[config.mk]
export PLATFORM = sky130hd
export DESIGN_NAME = interrupt_controller
export DESIGN_NICKNAME = d
export VERILOG_FILES = /design/src/rtl/interrupt_controller_pkg.sv /design/src/rtl/interrupt_controller_priority_encoder.sv /design/src/rtl/interrupt_controller.sv
export SDC_FILE = /design/constraint.sdc
export NUM_CORES = 1
export LEC_CHECK = 0
export CAP_MARGIN = 25
export CORE_MARGIN = 2
export CORE_UTILIZATION = 44
export DETAILED_ROUTE_END_ITERATION = 16
export PLACE_DENSITY = 0.89
export SYNTH_ARGS = -nofsm -noshare
export SYNTH_HDL_FRONTEND = slang
export SYNTH_SLANG_ARGS = --single-unit
[constraint.sdc]
create_clock -name clk -period 1.49 [get_ports clk]
set_input_delay 0.447 -clock clk [delete_from_list [all_inputs] [get_ports clk]]
set_output_delay 0.447 -clock clk [all_outputs]
set_load 0.03 [all_outputs]
[src/rtl/interrupt_controller_pkg.sv]
// Shared constants for the interrupt controller slice.
//   N_IRQ_DEF / ID_W_DEF : default request-line count and id width
//   ST_*                 : controller FSM state encodings
package interrupt_controller_pkg;

    localparam int unsigned N_IRQ_DEF = 8;
    localparam int unsigned ID_W_DEF  = 3;
    localparam int unsigned ST_W      = 2;

    localparam logic [ST_W-1:0] ST_IDLE    = 2'd0;
    localparam logic [ST_W-1:0] ST_REQ     = 2'd1;
    localparam logic [ST_W-1:0] ST_SERVICE = 2'd2;

endpackage : interrupt_controller_pkg

[src/rtl/interrupt_controller_priority_encoder.sv]
// Fixed-priority encoder: lowest set bit index wins.
//   req_vec : N_IRQ-bit request vector (in)
//   idx     : index of the lowest set bit, 0 when none set (out)
//   any     : at least one bit set (out)
module irq_priority_encoder #(
    parameter int unsigned N_IRQ = 8,
    parameter int unsigned ID_W  = 3
) (
    input  logic [N_IRQ-1:0] req_vec,
    output logic [ID_W-1:0]  idx,
    output logic             any
);

    // Scan from the top down so the lowest set index is written last.
    always_comb begin
        idx = '0;
        any = |req_vec;
        for (int i = int'(N_IRQ) - 1; i >= 0; i--) begin
            if (req_vec[i]) begin
                idx = ID_W'(i);
            end
        end
    end

endmodule : irq_priority_encoder

[src/rtl/interrupt_controller.sv]
// Interrupt controller: edge capture, enable mask, fixed priority and a
// request/ack/return handshake with the CPU (no nesting).
//   clk, reset           : clock, synchronous active-high reset
//   irq_in               : raw request lines
//   mask_we, mask_wdata  : enable-mask write port
//   irq_ack, irq_ret     : CPU handshake pulses
//   irq_req, irq_id      : presented request and its index
//   pending, mask        : latched pending bits and current mask
//   in_service           : CPU is inside an interrupt routine
module interrupt_controller
    import interrupt_controller_pkg::*;
#(
    parameter int unsigned      N_IRQ      = N_IRQ_DEF,
    parameter int unsigned      ID_W       = ID_W_DEF,
    parameter logic [N_IRQ-1:0] MASK_RESET = '1
) (
    input  logic             clk,
    input  logic             reset,
    input  logic [N_IRQ-1:0] irq_in,
    input  logic             mask_we,
    input  logic [N_IRQ-1:0] mask_wdata,
    input  logic             irq_ack,
    input  logic             irq_ret,
    output logic             irq_req,
    output logic [ID_W-1:0]  irq_id,
    output logic [N_IRQ-1:0] pending,
    output logic [N_IRQ-1:0] mask,
    output logic             in_service
);

    logic [ST_W-1:0]  state_q, state_d;
    logic [N_IRQ-1:0] irq_prev_q, irq_prev_d;
    logic [N_IRQ-1:0] pending_q, pending_d;
    logic [N_IRQ-1:0] mask_q, mask_d;
    logic [ID_W-1:0]  irq_id_q, irq_id_d;
    logic             irq_req_q, irq_req_d;
    logic             in_service_q, in_service_d;

    logic [N_IRQ-1:0] rise;
    logic [N_IRQ-1:0] eligible;
    logic [N_IRQ-1:0] clr;
    logic [ID_W-1:0]  enc_id;
    logic             enc_any;

    assign rise     = irq_in & ~irq_prev_q;
    assign eligible = pending_q & mask_q;

    irq_priority_encoder #(
        .N_IRQ (N_IRQ),
        .ID_W  (ID_W)
    ) u_prio (
        .req_vec (eligible),
        .idx     (enc_id),
        .any     (enc_any)
    );

    // Next-state, pending update and registered-output decode.
    always_comb begin
        state_d    = state_q;
        irq_id_d   = irq_id_q;
        irq_prev_d = irq_in;
        mask_d     = mask_we ? mask_wdata : mask_q;
        clr        = '0;

        case (state_q)
            ST_IDLE: begin
                if (enc_any) begin
                    state_d  = ST_REQ;
                    irq_id_d = enc_id;
                end
            end
            ST_REQ: begin
                if (irq_ack) begin
                    clr     = N_IRQ'(1) << irq_id_q;
                    state_d = ST_SERVICE;
                end else if (!eligible[irq_id_q]) begin
                    // Latched line was masked: withdraw the request.
                    state_d = ST_IDLE;
                end
            end
            ST_SERVICE: begin
                if (irq_ret) begin
                    state_d = ST_IDLE;
                end
            end
            default: begin
                state_d = ST_IDLE;
            end
        endcase

        // A new edge overrides a same-cycle ack clear so it is not lost.
        pending_d    = (pending_q & ~clr) | rise;
        irq_req_d    = (state_d == ST_REQ);
        in_service_d = (state_d == ST_SERVICE);
    end

    // State registers with synchronous reset.
    always_ff @(posedge clk) begin
        if (reset) begin
            state_q      <= ST_IDLE;
            irq_prev_q   <= '0;
            pending_q    <= '0;
            mask_q       <= MASK_RESET;
            irq_id_q     <= '0;
            irq_req_q    <= 1'b0;
            in_service_q <= 1'b0;
        end else begin
            state_q      <= state_d;
            irq_prev_q   <= irq_prev_d;
            pending_q    <= pending_d;
            mask_q       <= mask_d;
            irq_id_q     <= irq_id_d;
            irq_req_q    <= irq_req_d;
            in_service_q <= in_service_d;
        end
    end

    assign irq_req    = irq_req_q;
    assign irq_id     = irq_id_q;
    assign pending    = pending_q;
    assign mask       = mask_q;
    assign in_service = in_service_q;

endmodule : interrupt_controller
### Word-level counts from Yosys, hierarchy flattened

Index checks and enable logic that the tools add are counted.

* add/sub/neg operators: 0
* multipliers: 0
* div/mod/pow operators: 0
* $lt $le $gt $ge: 1
* equality and inequality tests: 4
* shift operators: 1
* multiplexer cells: 17
* bitwise operators: 6
* reductions and logical operators: 3

Operator list (number)
* $and A8 B8 Y8: 3
* $mux W3: 8
* $mux W8: 2
* $not A8 Y8: 2
* $mux W2: 4
* $or A8 B8 Y8: 1
* $reduce_or A8 Y1: 1
* $shl A1 B3 Y8 const A: 1
* $pmux W2 S3: 1
* $eq A2 B1 Y1 const B: 2
* $eq A2 B2 Y1 const B: 2
* $lt A3 B4 Y1 const B: 1
* $bmux W1 S3: 1
* $logic_not A2 Y1: 1
* $reduce_and A2 Y1: 1
* $mux W1: 1

* bits in registers: 31
* bits in latches: 0
* RAM bits: 0
* ROM bits: 0
* output and inout bits: 21
* memories kept: 0

### Logic depth before layout (Yosys ltp)

Gate-level depths: netlist (run 1).

* depth after elaboration: 9
* depth in mapped cells: 5

### Cells and area by module

Synthesis (run 1) repeated with hierarchy kept, for this count alone.

* cells, all modules: 136
* area, all modules: 1285.0 sq um

By module, submodules not included
* interrupt_controller: instances 1, cells each 123, area an instance 1203.7 sq um, seq. area each 620.6 sq um
* irq_priority_encoder: instances 1, cells each 13, area an instance 81.3 sq um, seq. area each 0.0 sq um

### Worst setup path after synthesis (run 1)

No wires, ideal clock.

* path type: register to register
* start: reg pending_q[1] (netlist: pending[1])
* end: reg irq_id_q[1] (netlist: irq_id[1])
* arrival time: 1275 ps
* data required time: 1351 ps
* path slack: 76 ps
* stages on the path, launching flop included: 5
* buffers on the path: 0
* period minus slack after synthesis: 1414 ps
* cell sequence: dfxtp_1 -> a22o_4 -> nor4bb_4 -> nand2b_2 -> a221oi_1

* word-level cells in the longest chain between the ends: 3
* elaborated cells on any way between the ends: 5

Ends and longest elaborated chain
* start, declared: line interrupt_controller.sv:33 `logic [N_IRQ-1:0] pending_q, pending_d;`
* start signal, assigned: line interrupt_controller.sv:110 `pending_q <= pending_d;`
* $and A8 B8 Y8 *: line interrupt_controller.sv:46 `assign eligible = pending_q & mask_q;`
* $reduce_or A8 Y1 or $mux W3 (tied branches): line interrupt_controller_priority_encoder.sv:17, interrupt_controller_priority_encoder.sv:19
* $reduce_and A2 Y1 (no line) or $mux W3 (tied branches)
* end signal, assigned: line interrupt_controller.sv:112 `irq_id_q <= irq_id_d;`
* end, declared: line interrupt_controller.sv:35 `logic [ID_W-1:0] irq_id_q, irq_id_d;`

Mark *: on every way between the ends. The rest lies on a longest branch, timed or not.
A chain may end at the register's enable or synchronous reset.

### Final worst setup path (run 1)

* start: reg pending_q[3] (netlist: pending[3])
* end: reg irq_id_q[1] (netlist: irq_id[1])

* word-level cells in the longest chain between the ends: 5
* elaborated cells on any way between the ends: 7

Ends and longest elaborated chain
* $and A8 B8 Y8 *: line interrupt_controller.sv:46
* $mux W3 (4 in a row): line interrupt_controller_priority_encoder.sv:19 `if (req_vec[i]) begin`

Marks and branches as above.

==> results of run 1 <==
cells in the mapped netlist:
master and n:
a21oi_1 11, a221oi_1 1, a22o_1 1, a22o_4 1, a22oi_1 1, a22oi_2 1, a31oi_1 1, a32o_1 2
buf_2 2, clkbuf_1 3, dfxtp_1 31, inv_1 1, inv_2 1, mux2i_1 8, nand2_1 18, nand2b_1 9
nand2b_2 1, nand3_1 4, nand3b_1 1, nand4b_1 1, nor2_1 2, nor2_2 1, nor2b_1 8, nor4b_1 1
nor4bb_4 1, o2111ai_1 2, o211ai_1 4, o21ai_0 5, o21ai_1 4, o21bai_1 1, o311ai_1 1, o31ai_1 2
o41ai_1 1, or2_1 1
worst register-to-register path: stages (launching register included):
cell and delay (ps):
dfxtp_2 360, a22o_4 290, nor4bb_4 400, nand2b_4 210, a221oi_1 90
cell type report:
type / instances / area (sq um)
fillers: 224 / 924.6
multi-input cells: 95 / 644.4
flip-flops and latches: 31 / 629.4
repair buffers: 52 / 456.7
clock buffers: 6 / 51.30
well taps: 31 / 38.79
inverters: 2 / 7.507
clock inverters: 1 / 5.005
sequential cells by signal, summed over array words and instances (netlist names):
| name | count |
|---|---|
| in_service | 1 |
| irq_id | 3 |
| irq_prev_q | 8 |
| irq_req | 1 |
| mask | 8 |
| pending | 8 |
| state_q | 2 |
routing by layer:
metal | share of wire, % | GRT usage, %
met4 | 1.4 | 6.312
met5 | 0 | 0
met2 | 49 | 35.23
met1 | 42 | 27.00
met3 | 7.7 | 8.036
power by group:
part / internal (mW) / switching, mW
Clock: 0.218 / 0.282
Combinational: 0.254 / 0.283
Sequential: 0.904 / 0.0901
worst max-delay path by stage:
stage                          start          to  slack [ps]  cells after the start
final                     pending[3]   irq_id[1]          20                      4
after global placement       irq_ack  pending[0]        -220                      5
after floorplan           pending[1]   irq_id[1]          80                      4
after global routing      pending[5]   irq_id[1]          -9                      4
after detailed placement     irq_ack  pending[0]        -280                      5
after CTS                    irq_req     irq_req          10                      1
cells in the final DEF (no fill, tap or decap), drive strengths merged, types with 7 or more instances in the layout:
master	count
nand2b	10
a21oi	11
clkbuf	7
clkdlybuf4s50	19
o21ai	9
buf	30
nand2	18
nor2b	8
mux2i	8
dfxtp	31
per-stage QoR:
stage	TNS (ps)	hold WS (ps)	power, mW
final	0	495.4	2.032
after global routing	-17.11	526.4	2.119
after CTS	0	496.7	2.014
after detailed placement	-2765	481.4	1.520
after global placement	-2023	474.3	1.508
after floorplan	0	462.5	1.295
cell families (layout without fill, tap and decap cells):
logic type             count (synthesis)  after routing
muxes                                  8              8
and+or+nand+nor                       48             48
DFF                                   31             31
buffers and inverters                  7             61
AOI/OAI and AO/OA                     39             39
what timing repair did:
action | CTS | global route
gates resized for setup | 8 | 9
endpoints found under the setup margin | 5 | 8
pin swaps | 0 | 1
setup buffers | 0 | 0
hold buffers | 0 | 0
==> impl_results.md, run 1 <==
- Final Skew: 4.179 ps
- Clock insertion delay at the later pin of the skew report: 340 ps
- Total track usage: 21.69%
- Area Overhead vs Synth: 44.19%
- Slowest CP cell: nor4bb_4
- PnR worst setup slack: 20.05 ps
- FF+latch count, synth: 31
- Worst setup SP type: flip-flop
- Top cell type's share of synthesized area: 48.82%
- CP required: 1700 ps
- Compound-Gate Fraction of Synth Area: 21.16%
- Clock Pin Slew Worst Setup and Hold Paths: 90 ps
- H-tree levels: 2
- Count of cell types in the netlist: 34
- Max-cap violations: 0
- Synth Area in Simple Gates: 21.46%
- Main combinational cell family by area after synthesis: simple AND/OR/NAND/NOR gates
- Ratio of final minimum period to clock period: 98.65%
- Dpl cells: 211
- Post-synthesis mux area share: 6.299%
- Fmax achieved: 680.3 MHz
- Die area: 3335 sq um
- Horiz. Die Dim: 57.75 um
- Status: finished clean
- Top cells by area, synth: dfxtp_1 49%, mux2i_1 6.3%, nand2_1 5.3%
- Crit path DAT: 1680 ps
- Slew @ Worst Pin: 346.4 ps
- Die Y: 57.75 um
- Critical path's largest stage delay: 400 ps
- Total gr overflow: 0
- Core area: 2758 sq um
- Post-synth net total: 154
- Final WL: 3.362 mm
- Rows: 19
- Post-DP Area: 1747 sq um
- Vias in the first global route: 1208
- Final hold violation count: 0
- HPWL after DPL: 2.325 mm
- Post-Layout Inst Area: 1833 sq um
- Final min period: 1470 ps
- Gpl congestion: 0.8345
- DRC: 0
- Average cell area after synthesis: 9.558 sq um
- I/O pin total: 42
- Worst-path cell chain: a22o_4 -> nor4bb_4 -> nand2b_4 -> a221oi_1
- Via density: 5.716
- FF-to-FF End: irq_id[1]
- First-pass GRT wire length: 5.471 mm
- Leakage: 0.7672 nW
- Worst-case hold path end point: pending[2]
- Crit Path Class: reg2reg
- # diodes: 0
- Hold WC Path Type: reg2reg
- Worst reg2reg path startpoint: pending[3]
- Largest area contributor in the netlist: dfxtp_1
- Input/output buffers: 41
- # nets final: 208
- Vias: 1246
- Bufs on Longest Clock Path: 2
- Max-slew headroom: 76.87%
- Area share of fa/ha/maj cells after synthesis: 0%
- Synth Cell Area: 1271 sq um
- Num CTS Buffers: 5
- Worst hold stages: 2
- Mapped Cells: 133
- CTS Root Buffer Type: clkbuf_4
- Layout cells sized above 1: 28.34%
- Final setup fails: 0
- CP max FO: 5
- Crit end category: flip-flop
- CP top delay family: simple AND/OR/NAND/NOR gates
- Final Max Slew Viols: 0
- Hold Crit Start: irq_prev_q[2]
- Sink Count: 31
- DR WL/cell: 15.42 um
- Detailed Routing Iterations Pass 1: 4
- Final core utilization: 66.47%
- Peak supply drop: 0.8945 mV
- Initial antenna violation count: 0
- Starting density of the core: 46.10%
- Post-DRT Antenna Nets: 0
- Post-Layout Cell Count: 218
- Yosys warns: 0
- Reg2Reg Depth: 4
- Critical path buffer and inverter count: 0
- Largest net degree at the start of global routing: 24
- Post-synthesis sequential area ratio: 48.82%
- FF-to-FF setup slack: 20 ps
- Pwr dens: 1108 nW/um^2
- 1st-iter DRT viols: 42
- Post-synthesis xor/xnor area fraction: 0%
- CTS tree: built
- Worst slack, placed: -280.7 ps
No activity file was read; power rests on OpenSTA's default activity.
==> run 2: changes to the inputs <==
--- a/config.mk
+++ b/config.mk
@@ -7,9 +7,9 @@
 export LEC_CHECK = 0
 export CAP_MARGIN = 25
 export CORE_MARGIN = 2
-export CORE_UTILIZATION = 44
+export CORE_UTILIZATION = 40
 export DETAILED_ROUTE_END_ITERATION = 16
-export PLACE_DENSITY = 0.89
+export PLACE_DENSITY = 0.86
 export SYNTH_ARGS = -nofsm -noshare
 export SYNTH_HDL_FRONTEND = slang
 export SYNTH_SLANG_ARGS = --single-unit
==> constraint.sdc (replaced) <==
create_clock -name clk -period 1.3 [get_ports clk]
set_input_delay 0.39 -clock clk [delete_from_list [all_inputs] [get_ports clk]]
set_output_delay 0.39 -clock clk [all_outputs]
set_load 0.03 [all_outputs]
==> run 2 against run 1 <==
The run now ends with negative setup slack left. Die area grew 9.3%. Final cell count increased by 19%. Largest power group unchanged. Clock skew is 7.6 ps higher. Global-route usage grew 1.2 points. Sequential power grew 13%. Power up 29%. Register-to-register slack got worse by 80 ps. Critical endpoint is now state_q[0]. Design area rose by 21%. Sequential share of layout area shrank 4.4 points. Worst setup slack got worse by 78 ps.
==> impl_results.md, run 2 (same netlist as run 1, synthesis figures left out) <==
- Via density: 5.266 (-7.9%)
- Ratio of final minimum period to clock period: 104.5%
- CP max FO: 2 (-3)
- # fillers: 196 (-13%)
- Sink Count: 31 (unchanged)
- Die Y: 60.38 um (+4.5%)
- Gate power share: 32.7% (+6.3 points)
- Sw Ratio: 31.34% (-0.91 points)
- Max-slew headroom: 70.26% (-6.6 points)
- Peak supply drop: 0.6361 mV (-29%)
- Slew @ Worst Pin: 440.0 ps (+93.58 ps)
- Failing checks: negative setup slack
- CTS tree: built
- Leakage: 0.9354 nW (+22%)
- Input/output buffers: 41 (unchanged)
- Crit end category: flip-flop
- Hold_buf cts: 0 (unchanged)
- Vias in the first global route: 1375 (+14%)
- Power share of the clock group: 24.2% (-0.4 points)
- PnR worst setup slack: -58.23 ps (-78.28 ps)
- PnR Total Power: 2.611 mW (+29%)
- Bufs on Longest Clock Path: 2 (unchanged)
- Clock insertion delay at the later pin of the skew report: 330 ps (about the same)
- Horiz. Die Dim: 60.38 um (+4.5%)
- 1st-iter DRT viols: 46 (+9.5%)
- Pwr dens: 1181 nW/um^2 (+6.6%)
- # diodes: 0 (unchanged)
- Die area: 3645 sq um (+9.3%)
- Final Max Slew Viols: 0 (unchanged)
- CP endpoint: state_q[0]
- Post-DRT Antenna Nets: 0 (unchanged)
- Seq pwr share: 43.0% (-6.0 points)
- CP required: 1550 ps (-150 ps)
- Fmax achieved: 736.3 MHz
- Initial antenna violation count: 0 (unchanged)
- Final WL: 4.013 mm (+19%)
- Crit Path Class: in2reg
- Largest net degree at the start of global routing: 24 (unchanged)
- Register area: 661.9 sq um (+5.2%)
- Commonest non-fill, non-tap cell in the layout: buf_4
- Post-DP Area: 1867 sq um (+6.9%)
- First-pass GRT wire length: 6.113 mm (+12%)
- Met2 usage: 40.99% (+5.8 points)
- Worst Setup SP: reset
- Switching Power: 0.8184 mW (+25%)
- Internal: 1.793 mW (+30%)
- Setup TNS: -276.3 ps (-276.3 ps)
- CTS Root Buffer Type: clkbuf_4
- RSZ-0062 raised after global routing: yes
- Worst reg2reg path startpoint: mask[1]
- Status: finished with violations
- Core area: 3028 sq um (+9.8%)
- Final min period: 1358 ps
- Layout cells sized above 1: 46.05% (+18 points)
- Detailed Routing Iterations Pass 1: 5 (+1)
- DRC: 0 (unchanged)
- FF-to-FF End: irq_id[0]
- Final hold violation count: 0 (unchanged)
- Max-cap violations: 0 (unchanged)
- Crit path DAT: 1610 ps (-70 ps)
- DR WL/cell: 15.49 um (+0.47%)
- Worst setup SP type: primary input
- Starting density of the core: 41.98% (-4.1 points)
- Global-route met1 utilization: 25.17% (-1.8 points)
- Multi-input gate area: 674.4 sq um (+4.7%)
- GRT busiest layer: met2
- Final setup fails: 13 (+13)
- H-tree levels: 2 (unchanged)
- Vias: 1364 (+9.5%)
- Gpl congestion: 0.9252 (+11%)
- Total track usage: 22.90% (+1.2 points)
- Hold WC Path Type: reg2reg
- Final Skew: 11.79 ps (+7.610 ps)
- HPWL after DPL: 2.621 mm (+13%)
- I/O pin total: 42 (unchanged)
- Clock Pin Slew Worst Setup and Hold Paths: 90 ps (about the same)
- Rows: 20 (+1)
- Total gr overflow: 0 (unchanged)
- Most frequent cells in the layout: 32 x buf_4, 27 x buf_6, 19 x clkdlybuf4s50_1, 18 x nand2_1, 15 x dfxtp_2
- Area Overhead vs Synth: 73.92%
- Reg2Reg Depth: 5 (+1)
- # nets final: 235 (+13%)
- Met3 Use GR: 4.904% (-3.1 points)
- Num CTS Buffers: 5 (unchanged)
- FF-to-FF setup slack: -60 ps (-80 ps)
- Post-Layout Inst Area: 2211 sq um (+21%)
## run 2: changes by cell type in the layout (fill, tap and decap cells not counted), sizes merged
cell / change
clkinv: -1
buf: +29
dlymetal6s2s: -1
clkbuf: +1
clkdlybuf4s15: -1
dlygate4sd2: +1
## run 2: cell type report
class / count / area share, %
inverter: 2 / 0.3396
clock buffer: 8 / 3.113
sequential: 31 / 29.94
multi-input combinational: 95 / 30.50
timing repair buffer: 79 / 33.62
tap: 44 / 2.490
## run 2: what timing repair did
action,4_1_cts,5_1_grt
resized for setup,38,6
gates cloned,0,0
pin swaps,3,1
setup buffers,11,5
endpoints found under the setup margin,23,24
## run 2: through the flow
step           util, %  worst slack (ps)  instances  hold slack (ps)
2_1_floorplan        -            -32.22        133            452.1
3_3_place_gp     61.65            -386.1        235            462.7
3_5_place_dp     61.65            -398.2        235            473.6
4_1_cts          71.16            -48.92        254            486.4
5_1_grt          73.02            -127.5        259            498.3
6_report         73.02            -58.23        259            480.9
## run 2: power by group through the flow
| stage | clock network (mW) | logic (mW) | registers, mW |
|---|---|---|---|
| finish | 0.633 | 0.854 | 1.12 |
| global route | 0.681 | 0.907 | 1.13 |
| CTS | 0.635 | 0.772 | 1.14 |
| detailed placement | 0 | 0.656 | 1.15 |
| global placement | 0 | 0.641 | 1.15 |
| floorplan | 0 | 0.261 | 1.24 |
## run 2: how the worst min path moves through the flow
stage	from	end	slack, ps	depth (start not counted)
2_1_floorplan	irq_prev_q[1]	pending[1]	450	2
3_3_place_gp	irq_prev_q[1]	pending[1]	460	2
3_5_place_dp	irq_prev_q[2]	pending[2]	470	2
4_1_cts	irq_prev_q[2]	pending[2]	490	2
5_1_grt	irq_prev_q[7]	pending[7]	500	2
6_report	irq_prev_q[2]	pending[2]	480	2
## run 2: per-layer routing
metal	up-vias	wire length (um)
li1	650	-
met1	636	1610
met2	66	2038
met3	12	258
met4	0	105
met5	-	0
## run 2: worst max-delay path, cell delays in order
cell and delay (ps):
clkdlybuf4s50_1 430, nor4b_1 410, o2111ai_1 230, o211ai_1 150
